## config.mk

```make
export PLATFORM = sky130hd
export DESIGN_NAME = overlap_1010
export DESIGN_NICKNAME = d
export VERILOG_FILES = /design/src/rtl/overlap_1010.sv
export SDC_FILE = /design/constraint.sdc
export NUM_CORES = 1
export LEC_CHECK = 0
export CORE_AREA = 5 5 42 44
export DETAILED_ROUTE_END_ITERATION = 12
export DIE_AREA = 0 0 47 49
export DONT_BUFFER_PORTS = 1
export PLACE_DENSITY_LB_ADDON = 0.3
export SKIP_LAST_GASP = 1
export SYNTH_ARGS = -nofsm -noshare
export SYNTH_HDL_FRONTEND = slang
export SYNTH_SLANG_ARGS = --single-unit
```

## constraint.sdc

```tcl
create_clock -name clk -period 1.3 [get_ports clk]
set_input_delay 0.26 -clock clk [delete_from_list [all_inputs] [get_ports clk]]
set_output_delay 0.26 -clock clk [all_outputs]
set_load 0.05 [all_outputs]
```

## src/rtl/overlap_1010.sv

```systemverilog
// Overlapping 1-0-1-0 serial pattern detector.
// Moore variant by default; define MEALY_MACHINE for the Mealy variant.
module overlap_1010 (
  input  logic clk,
  input  logic rstn,
  input  logic in,
  output logic out
);

`ifdef MEALY_MACHINE

  typedef enum logic [1:0] {
    IDLE = 2'd0,
    S1   = 2'd1,
    S10  = 2'd2,
    S101 = 2'd3
  } state_t;

  state_t state;

  always_ff @(posedge clk) begin
    if (rstn) begin
      state <= IDLE;
    end else begin
      case (state)
        IDLE:    state <= in ? S1   : IDLE;
        S1:      state <= in ? S1   : S10;
        S10:     state <= in ? S101 : IDLE;
        // Final 0 of a match: the trailing "10" seeds the next search.
        S101:    state <= in ? S1   : S10;
        default: state <= IDLE;
      endcase
    end
  end

  // Combinational flag; held low while reset is asserted.
  assign out = (state == S101) && !in && !rstn;

`else

  typedef enum logic [2:0] {
    IDLE  = 3'd0,
    S1    = 3'd1,
    S10   = 3'd2,
    S101  = 3'd3,
    S1010 = 3'd4
  } state_t;

  state_t state;

  always_ff @(posedge clk) begin
    if (rstn) begin
      state <= IDLE;
    end else begin
      case (state)
        IDLE:    state <= in ? S1   : IDLE;
        S1:      state <= in ? S1   : S10;
        S10:     state <= in ? S101 : IDLE;
        S101:    state <= in ? S1   : S1010;
        // After a match, "10" already seen: a 1 makes "101".
        S1010:   state <= in ? S101 : IDLE;
        default: state <= IDLE;
      endcase
    end
  end

  // Decoded straight from the state register, so glitch-free.
  assign out = (state == S1010);

`endif

endmodule

```

==> results of run 1 <==
layout make-up:
class	count	area (um^2)	share of cell area, %
Multi-Input combinational cell	9	80.1	40.3
Clock buffer	4	26.3	13.2
Sequential cell	3	61.3	30.8
Tap cell	16	20.0	10.1
Timing Repair Buffer	1	11.3	5.66
cells by family after synthesis:
family / Yosys count / synth area share, %
simple gates: 7 / 47.2
flops: 3 / 44.4
compound gates: 2 / 8.33
how the worst min path moves through the flow:
stage,startpoint,cells past startpoint,endpoint
floorplan,rstn,1,state[1]
global placement,rstn,1,state[1]
detailed placement,rstn,1,state[1]
CTS,rstn,1,state[1]
global route,rstn,1,state[1]
finish,rstn,1,state[1]
repair_timing:
item	in CTS	in global routing
gates resized for setup	0	2
setup endpoints to repair	0	1
endpoints found under the hold margin	0	0
hold buffers	0	0
buffers inserted	0	0
power breakdown:
group / switching (mW) / total (mW) / internal, mW / leakage (nW)
Combinational: 0.00183 / 0.00638 / 0.00455 / 0.0345
Clock: 0.0498 / 0.165 / 0.115 / 0.0150
Sequential: 0.00423 / 0.0998 / 0.0955 / 0.0251
cell usage in the layout, fill, tap and decap left out, drive strengths merged:
master and instances:
clkbuf 4, dfxtp 3, or4bb 2, nor3b 1, or4b 1, a31oi 1
nor2 1, and4b 1, o21ai 1, and3b 1, buf 1
through the flow:
stage / cell area (um^2) / util, % / cells
global placement: 168 / 12.0 / 29
detailed placement: 168 / 12.0 / 29
floorplan: 140 / - / 12
CTS: 194 / 13.8 / 33
global route: 199 / 14.2 / 33
finish: 199 / 14.2 / 33
routing by layer:
layer	routed length [um]	vias to the layer above	track usage, %
li1	-	58	-
met4	14	0	5.53
met5	0	-	0
met2	123	6	2.94
met3	42	2	2.95
met1	111	59	2.86
==> summary.md, run 1 <==
| Metric | Value |
|---|---|
| Outcome | finished, final reports clean |
| Overall Power | 0.271 mW |
| Worst reg2reg path depth | 2 |
| # port buffers | 0 |
| Rows | 14 |
| Dpl ws | around 0.17 ns |
| Final Max Tran Viols | 0 |
| Top cells by area, synth | dfxtp_1, or4bb_1, and4b_2 |
| Worst skew pair latency | around 0.23 ns |
| Die span in x | 47 um |
| CTS H-tree lvls | 1 |
| Synth Warn # | 0 |
| Worst path cell trace | nor3b_2 > buf_6 |
| Crit end category | output port |
| Max reg flops | 3 |
| Overflow after GRT | 0 |
| # IOs | 4 |
| Final hold slack | 0.0934 ns |
| CP peak stage delay | 0.35 ns |
| Reg2reg start | state[1] |
| Synthesized area | between 100 and 150 um^2 |
| Slew HR | 87.4% |
| Reg2Reg Setup Slack | 0.18 ns |
| First DRT Iteration DRCs | 0 |
| Clk slew on worst S/H paths | 0.04 ns |
| Detail Route Antenna Nets | 0 |
| Area fraction of the dominant cell type after synthesis | around 44% |
| Max Buffers Root-to-Sink | 2 |
| RSZ-0062 raised after global routing | no |
| Post-synth EDFFs | 0 |
| Die footprint | around 2300 um^2 |
| Register bit count reported by yosys | 3 |
| Fillcell total | between 150 and 200 |
| Initial antenna violation count | 0 |
| Critical Path RT | 1.04 ns |
| Clock skew | 0.00141 ns |
| Pre-Repair DR Iteration Count | 1 |
| CP Buf/Inv Count | 1 |
| Reg2reg end | state[1] |
| Number of global-route vias before repair | 124 |
| Worst EP arrival | slightly below 1 ns |
| Post-Syn Instances | 12 |
| Post-route worst setup slack | between 0.06 and 0.07 ns |
| Routed length per instance | approximately 8.8 um |
| Via density per instance | roughly 3.8 |
| Delay-heaviest family, CP | flip-flops |
| Synthesized Nets | 15 |
| Setup crit start kind | flip-flop |
| Sequential fraction of the synthesis area | 44.4% |
| Max Cap Viol | 0 |
| Routability cong. | 0.600 |
| Fin nets | 21 |
| Syn avg cell area | 11.3 um^2 |
| Biggest register | state |
| Crit path to | out |
| Setup TNS | 0 ns |
| Slowest cell on crit path | dfxtp_1 |
| First-pass GRT wire length | 462 um |
| Distinct cells, synth | 9 |
| Fin. Hold Viols | 0 |
| Vias | 125 |
| Async S/R FF share, synth | 0% |
| Root Driver | clkbuf_4 |
| Synth Flop Type | dfxtp_1 |
| Layout cells sized above 1 | 41.2% |
| TritonCTS clock tree | yes |
| Cell with the most instances after synthesis | dfxtp_1 |
| Post-Route WL | ~300 um |
| Largest net degree at the start of global routing | 7 |
| Final worst path period share | 94.8% |
| Critical path fanouts, max | 6 |
| Levels on crit path | 2 |
| Fin crit period | between 1 and 1.5 ns |
| Lkg Pwr | 0.0745 nW |
| Post-synth top cells | dfxtp_1, or4bb_1 |
| DRC Markers | 0 |
| Die H | 49 um |
| CTS sink cnt | 3 |
| Worst Tran Pin Value | 0.188 ns |
| Ant diodes | 0 |
| GRT Total Usage | about 3.2% |
| Core Footprint | 1400 um^2 |
| Peak Freq | 811 MHz |
| Largest regs | state x3 |
| Synth area leader | dfxtp_1 |
| Initial core utilization | around 9.6% |
| Setup Viol. Count Final | 0 |
| VDD IR max | 435 uV |
| Power density cells | 1360 nW/um^2 |
| Crit. Startpoint | state[1] |
| Worst Setup Path Type | flip-flop to output port |
| Cts bufs inserted | 3 |
| HP Class | input pin to flip-flop |
| Synthesis-to-finish area growth | 47.2% |
Note: power is estimated with default switching activity, not from simulation.
==> run 2, diff against run 1 <==
- CELL_PAD_IN_SITES_DETAIL_PLACEMENT: not set -> 2
- CELL_PAD_IN_SITES_GLOBAL_PLACEMENT: not set -> 2
- clock period: 1.3 -> 1.4 ns (I/O delays scaled with it)
==> summary.md, run 2 (same netlist as run 1, synthesis figures left out) <==
| Metric | Value |
|---|---|
| Routed length per instance | 10.7 um (was 8.85 um) |
| TritonCTS clock tree | yes (unchanged) |
| Cts bufs inserted | 3 (unchanged) |
| CTS sink cnt | 3 (unchanged) |
| Final Util | 13.8% (was 14.2%) |
| GRT Total Usage | 4.29% (was 3.24%) |
| CTS H-tree lvls | 1 (unchanged) |
| Power density cells | 1290 nW/um^2 (was 1360 nW/um^2) |
| First-pass GRT wire length | 634 um (was 462 um) |
| Final worst path period share | 92.8% |
| Critical Path RT | 1.12 ns (was 1.04 ns) |
| Max reg flops | 3 (unchanged) |
| # IOs | 4 (unchanged) |
| Max Buffers Root-to-Sink | 2 (unchanged) |
| Max Cap Viol | 0 (unchanged) |
| Outcome | finished, final reports clean (unchanged) |
| Initial antenna violation count | 0 (unchanged) |
| Fillcell total | 171 (was 167) |
| Worst Tran Pin Value | 0.186 ns (was 0.188 ns) |
| Critical path fanouts, max | 6 (unchanged) |
| Clk slew on worst S/H paths | 0.04 ns (about the same) |
| Overflow after GRT | 0 (unchanged) |
| Lkg Pwr | 0.0733 nW (was 0.0745 nW) |
| Synthesis-to-finish area growth | 43.5% (was 47.2%) |
| Routability cong. | 0.649 (was 0.600) |
| Setup Viol. Count Final | 0 (unchanged) |
| Largest regs | state x3 (unchanged) |
| Fin crit period | about 1.3 ns |
| Initial core utilization | 9.64% (unchanged) |
| Rows | 14 (unchanged) |
| Ant diodes | 0 (unchanged) |
| Detail Route Antenna Nets | 0 (unchanged) |
| Root Driver | clkbuf_4 (unchanged) |
| Die H | 49 um (unchanged) |
| Worst Setup Path Type | flip-flop to output port (unchanged) |
| Most frequent cells in the layout | clkbuf_4, dfxtp_1, or4bb_1 (was clkbuf_4, or4bb_1, dfxtp_1) |
| Number of global-route vias before repair | 149 (was 124) |
| Worst skew pair latency | 0.23 ns (about the same) |
| Setup Buffers After CTS | 0 (unchanged) |
| Setup crit start kind | flip-flop (unchanged) |
| # port buffers | 0 (unchanged) |
| HP Class | input pin to flip-flop (unchanged) |
| Fin nets | 21 (unchanged) |
| CTS Hold Buffers Added | 0 (unchanged) |
| Die footprint | 2300 um^2 (unchanged) |
| Pre-Repair DR Iteration Count | 1 (unchanged) |
| Peak Freq | 770 MHz |
| Core Footprint | 1400 um^2 (unchanged) |
| First DRT Iteration DRCs | 0 (unchanged) |
| VDD IR max | 180 uV (was 435 uV) |
| Final Max Tran Viols | 0 (unchanged) |
| RSZ-0062 raised after global routing | no (unchanged) |
| Resized cells post-CTS | 0 (unchanged) |
| Worst EP arrival | 1.02 ns (was 0.97 ns) |
| DRC Markers | 0 (unchanged) |
| Die span in x | 47 um (unchanged) |
| Clock skew | 0.00157 ns (was 0.00141 ns) |
| Vias | 121 (was 125) |
| Biggest register | state (unchanged) |
| Via density per instance | 3.67 (was 3.79) |
| Slew HR | 87.6% (was 87.4%) |
| Largest net degree at the start of global routing | 7 (unchanged) |
| Setup TNS | 0 ns (unchanged) |
| Post-Route WL | 352 um (was 292 um) |
| Layout cells sized above 1 | 35.3% (was 41.2%) |
| Fin. Hold Viols | 0 (unchanged) |
| Crit end category | output port (unchanged) |
[run 2: cell counts in the layout (fill, tap and decap cells not counted)]
Identical to the previous run, type by type.
[run 2: area by class of cell]
cell class                      count  area [um^2]  area share [%]
Clock buffer                        4         26.3            13.5
Multi-Input combinational cell      9         80.1            41.3
Tap cell                           16         20.0            10.3
Sequential cell                     3         60.1            31.0
Timing Repair Buffer                1         7.51            3.87
[run 2: worst paths after layout]
kind / from / endpoint / slack (ns) / cells past startpoint
max: state[2] / out / 0.10 / 2
min: rstn / state[1] / 0.11 / 1
max reg2reg: state[1] / state[1] / 0.28 / 2
min reg2reg: state[2] / state[0] / 0.62 / 2
[run 2: routing by layer]
metal | global-route usage [%] | share of wire [%] | routed length [um]
met1 | 4.39 | 36 | 127
met2 | 4.52 | 48 | 170
met3 | 3.32 | 15 | 54
met4 | 5.53 | 0 | 0
met5 | 0 | 0 | 0
[run 2: critical path, cell delays in order (launching register included)]
cell and delay (ns):
dfxtp_1 0.38, nor3b_2 0.19, buf_4 0.22
[run 2: metrics by stage]
| stage | power, mW | cells | instance area (um^2) | setup WS, ns | hold WS [ns] |
|---|---|---|---|---|---|
| 5_1_grt | 0.260 | 33 | 194 | 0.0261 | 0.111 |
| 2_1_floorplan | 0.0979 | 12 | 140 | 0.104 | 0.349 |
| 3_3_place_gp | 0.0993 | 29 | 168 | 0.308 | 0.357 |
| 4_1_cts | 0.262 | 33 | 194 | 0.0689 | 0.103 |
| 6_report | 0.251 | 33 | 194 | 0.101 | 0.114 |
| 3_5_place_dp | 0.100 | 29 | 168 | 0.275 | 0.355 |
[run 2: power by group]
group          internal [mW]  switching, mW  leakage [nW]
clock                  0.107         0.0453        0.0150
sequential            0.0887        0.00386        0.0245
combinational        0.00417        0.00175        0.0338
total                  0.200         0.0509        0.0733
==> run 3, diff against run 2 <==
- CTS_CLUSTER_DIAMETER: not set -> 100
- SETUP_SLACK_MARGIN: not set -> 0.05
- clock period: 1.4 -> 1.51 ns (I/O delays scaled with it)
==> results of run 3 <==
The final DEF is identical to that of run 2. Status: finished, final reports clean.
Among the figures that moved: setup slack after placement 0.275 ns -> 0.385 ns; setup slack after layout 0.101 ns -> 0.189 ns; hold slack 0.114 ns -> 0.136 ns; register-to-register setup slack 0.28 ns -> 0.39 ns; total power 0.251 mW -> 0.232 mW; worst IR drop on VDD 180 uV -> 166 uV
